## config.mk

```make
export PLATFORM = sky130hd
export DESIGN_NAME = sipo_deser_flat
export DESIGN_NICKNAME = d
export VERILOG_FILES = /design/src/rtl/sipo_deser_if.sv /design/src/rtl/sipo_deser.sv /design/src/flat_wrapper.sv
export SDC_FILE = /design/constraint.sdc
export NUM_CORES = 1
export LEC_CHECK = 0
export ABC_CLOCK_PERIOD_IN_PS = 1140
export BUFFER_PORTS_ARGS = -buffer_cell sky130_fd_sc_hd__buf_2
export CAP_MARGIN = 10
export CORE_AREA = 2 2 39 41
export DETAILED_ROUTE_END_ITERATION = 8
export DIE_AREA = 0 0 41 43
export PLACE_DENSITY = 0.61
export SETUP_SLACK_MARGIN = 0.4
export SLEW_MARGIN = 30
export SYNTH_ARGS = -nofsm -noshare
export SYNTH_HDL_FRONTEND = slang
export SYNTH_SLANG_ARGS = --single-unit
```

## constraint.sdc

```tcl
create_clock -name clk -period 1.14 [get_ports clk]
set_input_delay 0.114 -clock clk [delete_from_list [all_inputs] [get_ports clk]]
set_output_delay 0.114 -clock clk [all_outputs]
set_load 0.005 [all_outputs]
```

## src/rtl/sipo_deser_if.sv

```systemverilog
// Handshake and serial bus for the SIPO deserializer.
// The master drives the serial stream and the consumer ready; the slave is the deserializer.
interface sipo_deser_if #(
    parameter int WIDTH = 4
) ();
    logic             en;
    logic             start;
    logic             sin;
    logic [WIDTH-1:0] pout;
    logic             pout_valid;
    logic             pout_ready;
    logic             busy;
    logic             overrun;

    modport master (
        output en,
        output start,
        output sin,
        output pout_ready,
        input  pout,
        input  pout_valid,
        input  busy,
        input  overrun
    );

    modport slave (
        input  en,
        input  start,
        input  sin,
        input  pout_ready,
        output pout,
        output pout_valid,
        output busy,
        output overrun
    );
endinterface

```

## src/rtl/sipo_deser.sv

```systemverilog
// Serial-in/parallel-out deserializer: LSB-first frames of WIDTH bits, double-buffered
// output word with valid/ready handshake and a sticky overrun flag.
module sipo_deser #(
    parameter int WIDTH = 4
) (
    input logic        clk,
    input logic        rst,
    sipo_deser_if.slave bus
);
    localparam int CW = $clog2(WIDTH);
    localparam logic [CW-1:0] CntLast = CW'(WIDTH - 1);

    typedef enum logic [0:0] {StIdle, StShift} state_e;

    state_e           state_q, state_d;
    logic [WIDTH-1:0] shreg_q, shreg_d;
    logic [CW-1:0]    cnt_q, cnt_d;
    logic [WIDTH-1:0] pout_q, pout_d;
    logic             valid_q, valid_d;
    logic             overrun_q, overrun_d;
    logic             word_done;

    always_ff @(posedge clk or posedge rst) begin
        if (rst) begin
            state_q   <= StIdle;
            shreg_q   <= '0;
            cnt_q     <= '0;
            pout_q    <= '0;
            valid_q   <= 1'b0;
            overrun_q <= 1'b0;
        end else begin
            state_q   <= state_d;
            shreg_q   <= shreg_d;
            cnt_q     <= cnt_d;
            pout_q    <= pout_d;
            valid_q   <= valid_d;
            overrun_q <= overrun_d;
        end
    end

    always_comb begin
        state_d   = state_q;
        shreg_d   = shreg_q;
        cnt_d     = cnt_q;
        pout_d    = pout_q;
        valid_d   = valid_q;
        overrun_d = overrun_q;
        word_done = 1'b0;

        unique case (state_q)
            StIdle: begin
                if (bus.en && bus.start) begin
                    shreg_d = {bus.sin, shreg_q[WIDTH-1:1]};
                    cnt_d   = CW'(1);
                    state_d = StShift;
                end
            end
            StShift: begin
                if (bus.en) begin
                    if (cnt_q == CntLast) begin
                        // Last bit goes straight into the output word, not the shift register
                        pout_d    = {bus.sin, shreg_q[WIDTH-1:1]};
                        cnt_d     = '0;
                        state_d   = StIdle;
                        word_done = 1'b1;
                    end else begin
                        shreg_d = {bus.sin, shreg_q[WIDTH-1:1]};
                        cnt_d   = cnt_q + CW'(1);
                    end
                end
            end
            default: state_d = StIdle;
        endcase

        // A simultaneous ready on the completion edge counts as accepting the old word
        if (word_done) begin
            valid_d = 1'b1;
            if (valid_q && !bus.pout_ready) begin
                overrun_d = 1'b1;
            end
        end else if (valid_q && bus.pout_ready) begin
            valid_d = 1'b0;
        end
    end

    assign bus.pout       = pout_q;
    assign bus.pout_valid = valid_q;
    assign bus.busy       = (state_q == StShift);
    assign bus.overrun    = overrun_q;
endmodule

```

## src/flat_wrapper.sv

```systemverilog
// flat-port wrapper written by rule: the top's interface ports become plain ports
module sipo_deser_flat 
#(
    parameter int WIDTH = 4
)
  (clk, rst, bus_en, bus_start, bus_sin, bus_pout_ready, bus_pout, bus_pout_valid, bus_busy, bus_overrun);
  sipo_deser_if #(.WIDTH(WIDTH)) bus_i ();
  input logic clk;
  input logic rst;
  input wire logic [$bits(bus_i.en)-1:0] bus_en;
  input wire logic [$bits(bus_i.start)-1:0] bus_start;
  input wire logic [$bits(bus_i.sin)-1:0] bus_sin;
  input wire logic [$bits(bus_i.pout_ready)-1:0] bus_pout_ready;
  output wire logic [$bits(bus_i.pout)-1:0] bus_pout;
  output wire logic [$bits(bus_i.pout_valid)-1:0] bus_pout_valid;
  output wire logic [$bits(bus_i.busy)-1:0] bus_busy;
  output wire logic [$bits(bus_i.overrun)-1:0] bus_overrun;
  assign bus_i.en = bus_en;
  assign bus_i.start = bus_start;
  assign bus_i.sin = bus_sin;
  assign bus_i.pout_ready = bus_pout_ready;
  assign bus_pout = bus_i.pout;
  assign bus_pout_valid = bus_i.pout_valid;
  assign bus_busy = bus_i.busy;
  assign bus_overrun = bus_i.overrun;
  sipo_deser #(.WIDTH(WIDTH)) u_core (.clk(clk), .rst(rst), .bus(bus_i));
endmodule
```

== Yosys cells after proc, flatten, opt, wreduce, memory -nomap -nowiden ==
Cells that the tools add are included.
Storage, ports and cells
  register bits: 13
  bits in latches: 0
  bits in writable memories: 0
  bits in read-only memories: 0
  bits of input ports: 6
  word-level logic and storage cells: 38
  memories: 0
Cells by class
  add/subtract/negate cells: 1
  multiply operators: 0
  divide/modulo/power cells: 0
  order comparisons: 0
  equal/unequal tests: 4
  shifts and indexed selects: 0
  mux-type cells: 17
  bitwise logic cells: 1
  reductions and logical operators: 9
Operators with widths (number)
  $mux 4: 3
  $mux 1: 8
  $pmux 4 s2: 1
  $mux 2: 3
  $reduce_and 3->1: 2
  $ne 2x2->1 const B: 2
  $pmux 2 s2: 1
  $reduce_and 2->1: 2
  $logic_and 1x1->1: 3
  $add 2x1->2 const B: 1
  $eq 2x2->1 const B: 1
  $ne 2x1->1 const B: 1
  $pmux 1 s2: 1
  $reduce_bool 2->1: 1
  $logic_not 1->1: 1
  $not 1->1: 1

== Depth between registers and ports, before layout ==
Gate-level depths: netlist of the first run.
  depth after elaboration: 5
  mapped depth: 3

== Worst setup path before layout of the first run ==
OpenSTA, ideal clock, no wires.
  path type: reg2reg
  from: reg u_core.cnt_q[0]
  to: reg u_core.shreg_q[1]
  arrival time: 1129 ps
  required time: 1013 ps
  slack: -116 ps
  stages on the path, launching flop included: 4
  path buffers: 0
  clock period less this slack: 1256 ps
  cell sequence: dfrtp_1 ha_1 a21o_2 mux2_1
On the way
  word-level cells in the longest chain between the ends: 3
RTL lines
  start: declaration: line sipo_deser.sv:17  | logic [CW-1:0] cnt_q, cnt_d;
  start signal: assignment: line sipo_deser.sv:34  | cnt_q <= cnt_d;
  $eq 2x2->1: line sipo_deser.sv:60  | if (cnt_q == CntLast) begin
  $ne 2x2->1 (no line)
  $reduce_and 3->1 (no line)
  end signal: assignment: line sipo_deser.sv:33  | shreg_q <= shreg_d;
  end: declaration: line sipo_deser.sv:16  | logic [WIDTH-1:0] shreg_q, shreg_d;
No other way between the ends.
A chain may end at the register's enable or synchronous reset.

== Worst setup path in the final report of the first run ==
Same ends and word-level chain as after synthesis.

==> impl_metrics.py, run 1 <==
metrics = {
    "status": {
        "status": "complete, but fails checks",
        "violations": "negative hold slack, negative setup slack",
    },
    "synthesis": {
        "muxShareOfSynthArea_pct": 16.6,
        "yosysUniqueCellTypes": 15,
        "syn-num-nets": 40,
        "synth_compound_area_share_pct": 12.9,
        "synthAdderAreaFrac_pct": 2.63,
        "synth_top_family_by_area": "multiplexers",
        "synthXorXnorAreaFrac_pct": 0,
        "synth_seq_cells": 12,
        "synth_area_per_cell_um2": 14.4,
        "yosysWarnings": 0,
        "synthCells": 33,
        "synth_seq_area_share_pct": 63.2,
        "syn_area_um2": 475,
        "synth-simple-area-share_pct": 3.16,
    },
    "clock_tree": {
        "numCtsBuffers": 3,
        "clk_latency_ps": 270,
        "ctsLongestPathBuffers": 2,
        "tritoncts": "done",
        "clock_sinks": 12,
        "cts_root_buf": "clkbuf_4",
        "htreeDepth": 1,
        "cts.clk_slew.worst_paths_ps": 80,
    },
    "route": {
        "ant_nets": 0,
        "vias_per_cell": 4.77,
        "first_pass_iters": 2,
        "drc": 0,
        "drt_iter0_drc": 2,
        "vias": 339,
        "wl_um": 920,
        "wl_per_cell_um": 13.0,
    },
    "floorplan": {
        "die_x_um": 41,
        "coreArea_um2": 1380,
        "fp.dieH_um": 43,
        "start_util_pct": 34.4,
        "fp-row-count": 14,
        "dieArea_um2": 1760,
        "num_io_pins": 13,
    },
    "critical_path": {
        "r2r_slack_ps": -100,
        "cp_slowest_stage_delay_ps": 420,
        "required_ps": 1290,
        "cpMaxStageDelayCell": "dfrtp_1",
        "cp.arrival_ps": 1390,
        "r2r_start": "u_core.cnt_q[0]",
        "cp-start-kind": "register",
        "ff2ff_path_depth": 3,
        "end_kind": "register",
        "path_cells": "ha_4 > a21o_4 > mux2_4",
        "rr_endpoint": "u_core.shreg_q[1]",
        "critical_path_class": "reg -> reg",
        "critPathMaxFanout": 3,
    },
    "cells_and_area": {
        "drive_gt1_share_pct": 60.0,
        "nets": 63,
        "syn_to_final_growth_pct": 48.7,
        "diodes": 0,
        "layout_common_cells": "11 x buf_2, 11 x dfrtp_1, 7 x mux2_4, 4 x buf_4",
        "final_util_pct": 51.1,
    },
    "power_and_ir_drop": {
        "ir_drop_uv": 1240,
        "p_leak_nw": 0.362,
        "pwr_density_cell_nw_per_um2": 2720,
        "finalPower_w": 0.00193,
    },
    "sta": {
        "post-route-period-util_pct": 108,
        "finClkSkew_ps": 7.03,
        "tightest_slew_ps": 450,
        "slew-limit-headroom_pct": 70.0,
        "drv_slew": 0,
        "setup_viol": 7,
        "final_hold_viol_count": 12,
        "timing.hold.ws_ps": -173,
        "period_needed_ps": 1240,
        "rsz0062_at_grt": "yes",
        "setup_ws_ps": -96.7,
        "fmax_ghz": 0.809,
    },
    "grt": {
        "grt_pass1_wl_um": 1490,
        "grtUsageTotal_pct": 12.7,
        "grt_max_degree": 13,
        "grt_pass1_vias": 348,
        "antenna_found_initial": 0,
        "grt.overflow.total": 0,
    },
    "hold_path": {
        "holdCritPathClass": "in -> async",
    },
    "placement": {
        "post-dp-hpwl_um": 652,
        "gp_congestion": 0.678,
        "port_buffers": 12,
    },
    "job": {
        "max_cap_violations": 0,
    },
}
-- worst max-delay path, delay by kind of cell, from the launching register on --
kind            cells  cell delay, ps
compound gates      1             220
fa+ha+maj           1             190
mux                 1             300
flops               1             420
-- repair_timing --
item | in CTS | in global routing
pin swaps | 2 | 1
endpoints found under the setup margin | 19 | 19
gates cloned | 0 | 0
gates resized for setup | 3 | 6
buffers inserted | 1 | 0
hold endpoints to repair | 12 | 12
-- sequential cells by signal, indices dropped and copies added (netlist names) --
name and flops:
u_core.bus.pout_valid 1, u_core.shreg_q 3, u_core.cnt_q 2, u_core.bus.overrun 1
u_core.bus.pout 4, u_core.bus.busy 1
-- cells by family after synthesis --
family                     count (synthesis)
muxes                                      7
buffers and inverters                      2
and+or+nand+nor                            3
adders and majority gates                  1
DFF                                       12
AOI/OAI and AO/OA                          8
-- cell type report --
cell class                      count  area (um^2)
Sequential cell                    12          302
Inverter                            2         7.51
Fill cell                         121          677
Timing Repair Buffer               18          119
Tap cell                           16         20.0
Multi-Input combinational cell     19          233
Clock buffer                        4         26.3
-- Yosys cell counts --
cell type	count	area, um^2
nand3_1	1	5.00
inv_1	2	7.51
mux2_2	4	45.0
a31oi_1	1	6.26
o21bai_1	1	7.51
nand2b_1	1	6.26
ha_1	1	12.5
o21ai_2	1	8.76
o211a_1	1	10.0
nand2_1	1	3.75
a21oi_1	2	10.0
mux2_1	3	33.8
a21o_2	1	8.76
dfrtp_1	12	300
a32o_1	1	10.0
-- where the power goes --
part	internal [W]	switching, W
registers	0.000634	0.000164
logic	0.000569	0.000278
clock network	0.000135	0.000145
total	0.00134	0.000587
-- worst max-delay path by stage --
stage	depth (start not counted)	slack (ps)	from	to
after floorplan	3	-50	u_core.cnt_q[0]	u_core.shreg_q[1]
after global placement	3	-70	u_core.bus.busy	u_core.shreg_q[2]
after detailed placement	3	-80	u_core.cnt_q[1]	u_core.shreg_q[1]
after CTS	3	-90	u_core.cnt_q[0]	u_core.shreg_q[1]
after global routing	3	-110	u_core.cnt_q[0]	u_core.shreg_q[1]
final	3	-100	u_core.cnt_q[0]	u_core.shreg_q[1]
-- metal layers --
layer  share of wire (%)  wire length [um]  track usage, %
met1                  47               434            18.6
met2                  48               444            18.1
met3                 4.3                40            1.57
met4                   0                 0            6.00
met5                   0                 0               0
-- stage by stage --
stage	TNS [ps]	area, um^2	setup slack (ps)	instances
finish	-302	707	-96.7	71
detailed placement	-379	629	-75.4	66
floorplan	-147	512	-49.1	33
CTS	-523	681	-88.9	71
global route	-478	707	-113	71
global placement	-334	629	-72.8	66
No activity file was read; power rests on OpenSTA's default activity.
==> run 2: changes to the inputs <==
- CELL_PAD_IN_SITES_DETAIL_PLACEMENT: default -> 0
- CELL_PAD_IN_SITES_GLOBAL_PLACEMENT: default -> 2
- CORE_AREA: 2 2 39 41 -> default
- CORE_MARGIN: default -> 2
- CORE_UTILIZATION: default -> 28
- DIE_AREA: 0 0 41 43 -> default
- PLACE_DENSITY: 0.61 -> 0.69
==> run 2 against run 1 <==
Compared with the run above:
- the run still ends with negative hold slack, negative setup slack left
- largest cell class unchanged
- critical path depth did not move
- clock power rose by 20%
- combinational power decreased by 2.5%
- non-clock buffer count up 2
- sequential share of layout area fell by 0.45 points
- worst hold slack gained 4.7 ps
- flip-flop and latch count stayed put
- clock-buffer cell count did not move
- cell area rose by 1.1%
==> impl_metrics.py, run 2 (synthesis gave the netlist of run 1 again) <==
metrics = {
    "status": {
        "violations": "negative hold slack, negative setup slack",
        "status": "complete, but fails checks",
    },
    "placement": {
        "dp_slack_ps": -75.1,
        "gp_congestion": 0.647,
        "place_inst": 66,
        "post-dp-hpwl_um": 699,
        "port_buffers": 12,
    },
    "clock_tree": {
        "ctsLongestPathBuffers": 2,
        "clock_sinks": 12,
        "clk_latency_ps": 270,
        "cts.clk_slew.worst_paths_ps": 80,
        "numCtsBuffers": 3,
        "cts_root_buf": "clkbuf_4",
        "tritoncts": "done",
        "htreeDepth": 1,
    },
    "floorplan": {
        "dieArea_um2": 2040,
        "fp-row-count": 14,
        "start_util_pct": 30.8,
        "fp.dieH_um": 45.2,
        "num_io_pins": 13,
        "die_x_um": 45.2,
        "coreArea_um2": 1540,
    },
    "power_and_ir_drop": {
        "ir_drop_uv": 1250,
        "combPwrFrac_pct": 42.4,
        "pwr_density_cell_nw_per_um2": 2730,
        "switchingPower_w": 0.000589,
        "seqPwrFrac_pct": 40.3,
        "clkPwrFrac_pct": 17.2,
        "switching_share_pct": 30.2,
        "finalPower_w": 0.00195,
        "p_leak_nw": 0.353,
        "p_int_w": 0.00136,
    },
    "cells_and_area": {
        "largest_register_ffs": 4,
        "nFillCells": 144,
        "nets": 65,
        "drive_gt1_share_pct": 66.7,
        "layout_common_cells": "12 x buf_2, 11 x dfrtp_1, 8 x buf_4, 4 x mux2_2",
        "seqCellArea_um2": 302,
        "final_util_pct": 46.3,
        "multi_input_area_um2": 229,
        "layout_commonest_cell": "buf_2",
        "syn_to_final_growth_pct": 50.3,
        "diodes": 0,
        "finalNonFillerCells": 73,
    },
    "sta": {
        "finClkSkew_ps": 3.44,
        "rsz0062_at_grt": "yes",
        "tightest_slew_ps": 444,
        "slew-limit-headroom_pct": 70.4,
        "final_hold_viol_count": 12,
        "setup_viol": 7,
        "timing.hold.ws_ps": -168,
        "drv_slew": 0,
        "post-route-period-util_pct": 107,
        "fin_tns_setup_ps": -404,
        "setup_ws_ps": -85.0,
        "fmax_ghz": 0.816,
        "period_needed_ps": 1230,
    },
    "grt": {
        "antenna_found_initial": 0,
        "grtUsageTotal_pct": 12.0,
        "grt_pass1_wl_um": 1700,
        "grt_max_degree": 13,
        "grt.overflow.total": 0,
        "grt_pass1_vias": 364,
    },
    "route": {
        "drc": 0,
        "first_pass_iters": 2,
        "wl_per_cell_um": 13.3,
        "ant_nets": 0,
        "vias": 339,
        "wl_um": 973,
        "vias_per_cell": 4.64,
        "drt_iter0_drc": 2,
    },
    "critical_path": {
        "critical_path_class": "reg -> reg",
        "cpMaxStageDelayCell": "dfrtp_1",
        "cp-start-kind": "register",
        "cp.arrival_ps": 1380,
        "critPathMaxFanout": 3,
        "path_cells": "ha_4 > a21o_4 > mux2_4",
        "required_ps": 1300,
        "end_kind": "register",
        "cp_slowest_stage_delay_ps": 420,
    },
    "hold_path": {
        "holdCritPathClass": "in -> async",
    },
    "job": {
        "max_cap_violations": 0,
    },
}
run 2: worst max-delay path: cells and delay by family, from the launching register on:
kind	cells	cell delay (ps)
multiplexers	1	300
flip-flops	1	420
adder cells (fa/ha/maj)	1	180
AO/OA/AOI/OAI	1	220
run 2: layout make-up:
type	count	area share, %
inverter	2	1.05
multi-input combinational	19	32.0
timing repair buffer	20	16.8
tap	16	2.80
sequential	12	42.2
clock buffer	4	5.08
run 2: worst paths after layout:
check / slack (ps) / from / endpoint / depth (start not counted)
max in group asynchronous: 980 / rst / u_core.bus.busy / 2
worst max register to register: -90 / u_core.cnt_q[0] / u_core.shreg_q[1] / 3
worst max-delay path: -90 / u_core.cnt_q[0] / u_core.shreg_q[1] / 3
worst min register to register: 470 / u_core.bus.overrun / u_core.bus.overrun / 1
min in group clk: 90 / bus_sin / u_core.shreg_q[3] / 2
worst min-delay path: -170 / rst / u_core.shreg_q[3] / 2
run 2: metrics by stage:
stage	hold WS (ps)	cell area (um^2)
detailed placement	143	629
floorplan	-21.4	512
finish	-168	714
global placement	128	629
global route	-120	714
CTS	-158	681
run 2: layer usage:
| metal | vias up | part of all wire (%) | global-route usage, % |
|---|---|---|---|
| li1 | 169 | - | - |
| met1 | 164 | 40 | 15.0 |
| met2 | 6 | 55 | 18.3 |
| met3 | 0 | 4.3 | 3.60 |
| met4 | 0 | 0 | 7.06 |
| met5 | - | 0 | 0 |
run 2: power groups by stage:
stage	Clock, W	Combinational [W]	Sequential (W)
3_5_place_dp	0	0.000705	0.000794
6_report	0.000336	0.000826	0.000786
5_1_grt	0.000361	0.000899	0.000821
2_1_floorplan	0	0.000393	0.000791
4_1_cts	0.000350	0.000740	0.000787
3_3_place_gp	0	0.000679	0.000781
run 2: what timing repair did:
action	CTS	global route
endpoints found under the hold margin	12	12
pin swaps	3	1
endpoints found under the setup margin	19	19
setup buffers	1	2
gates resized for setup	1	3
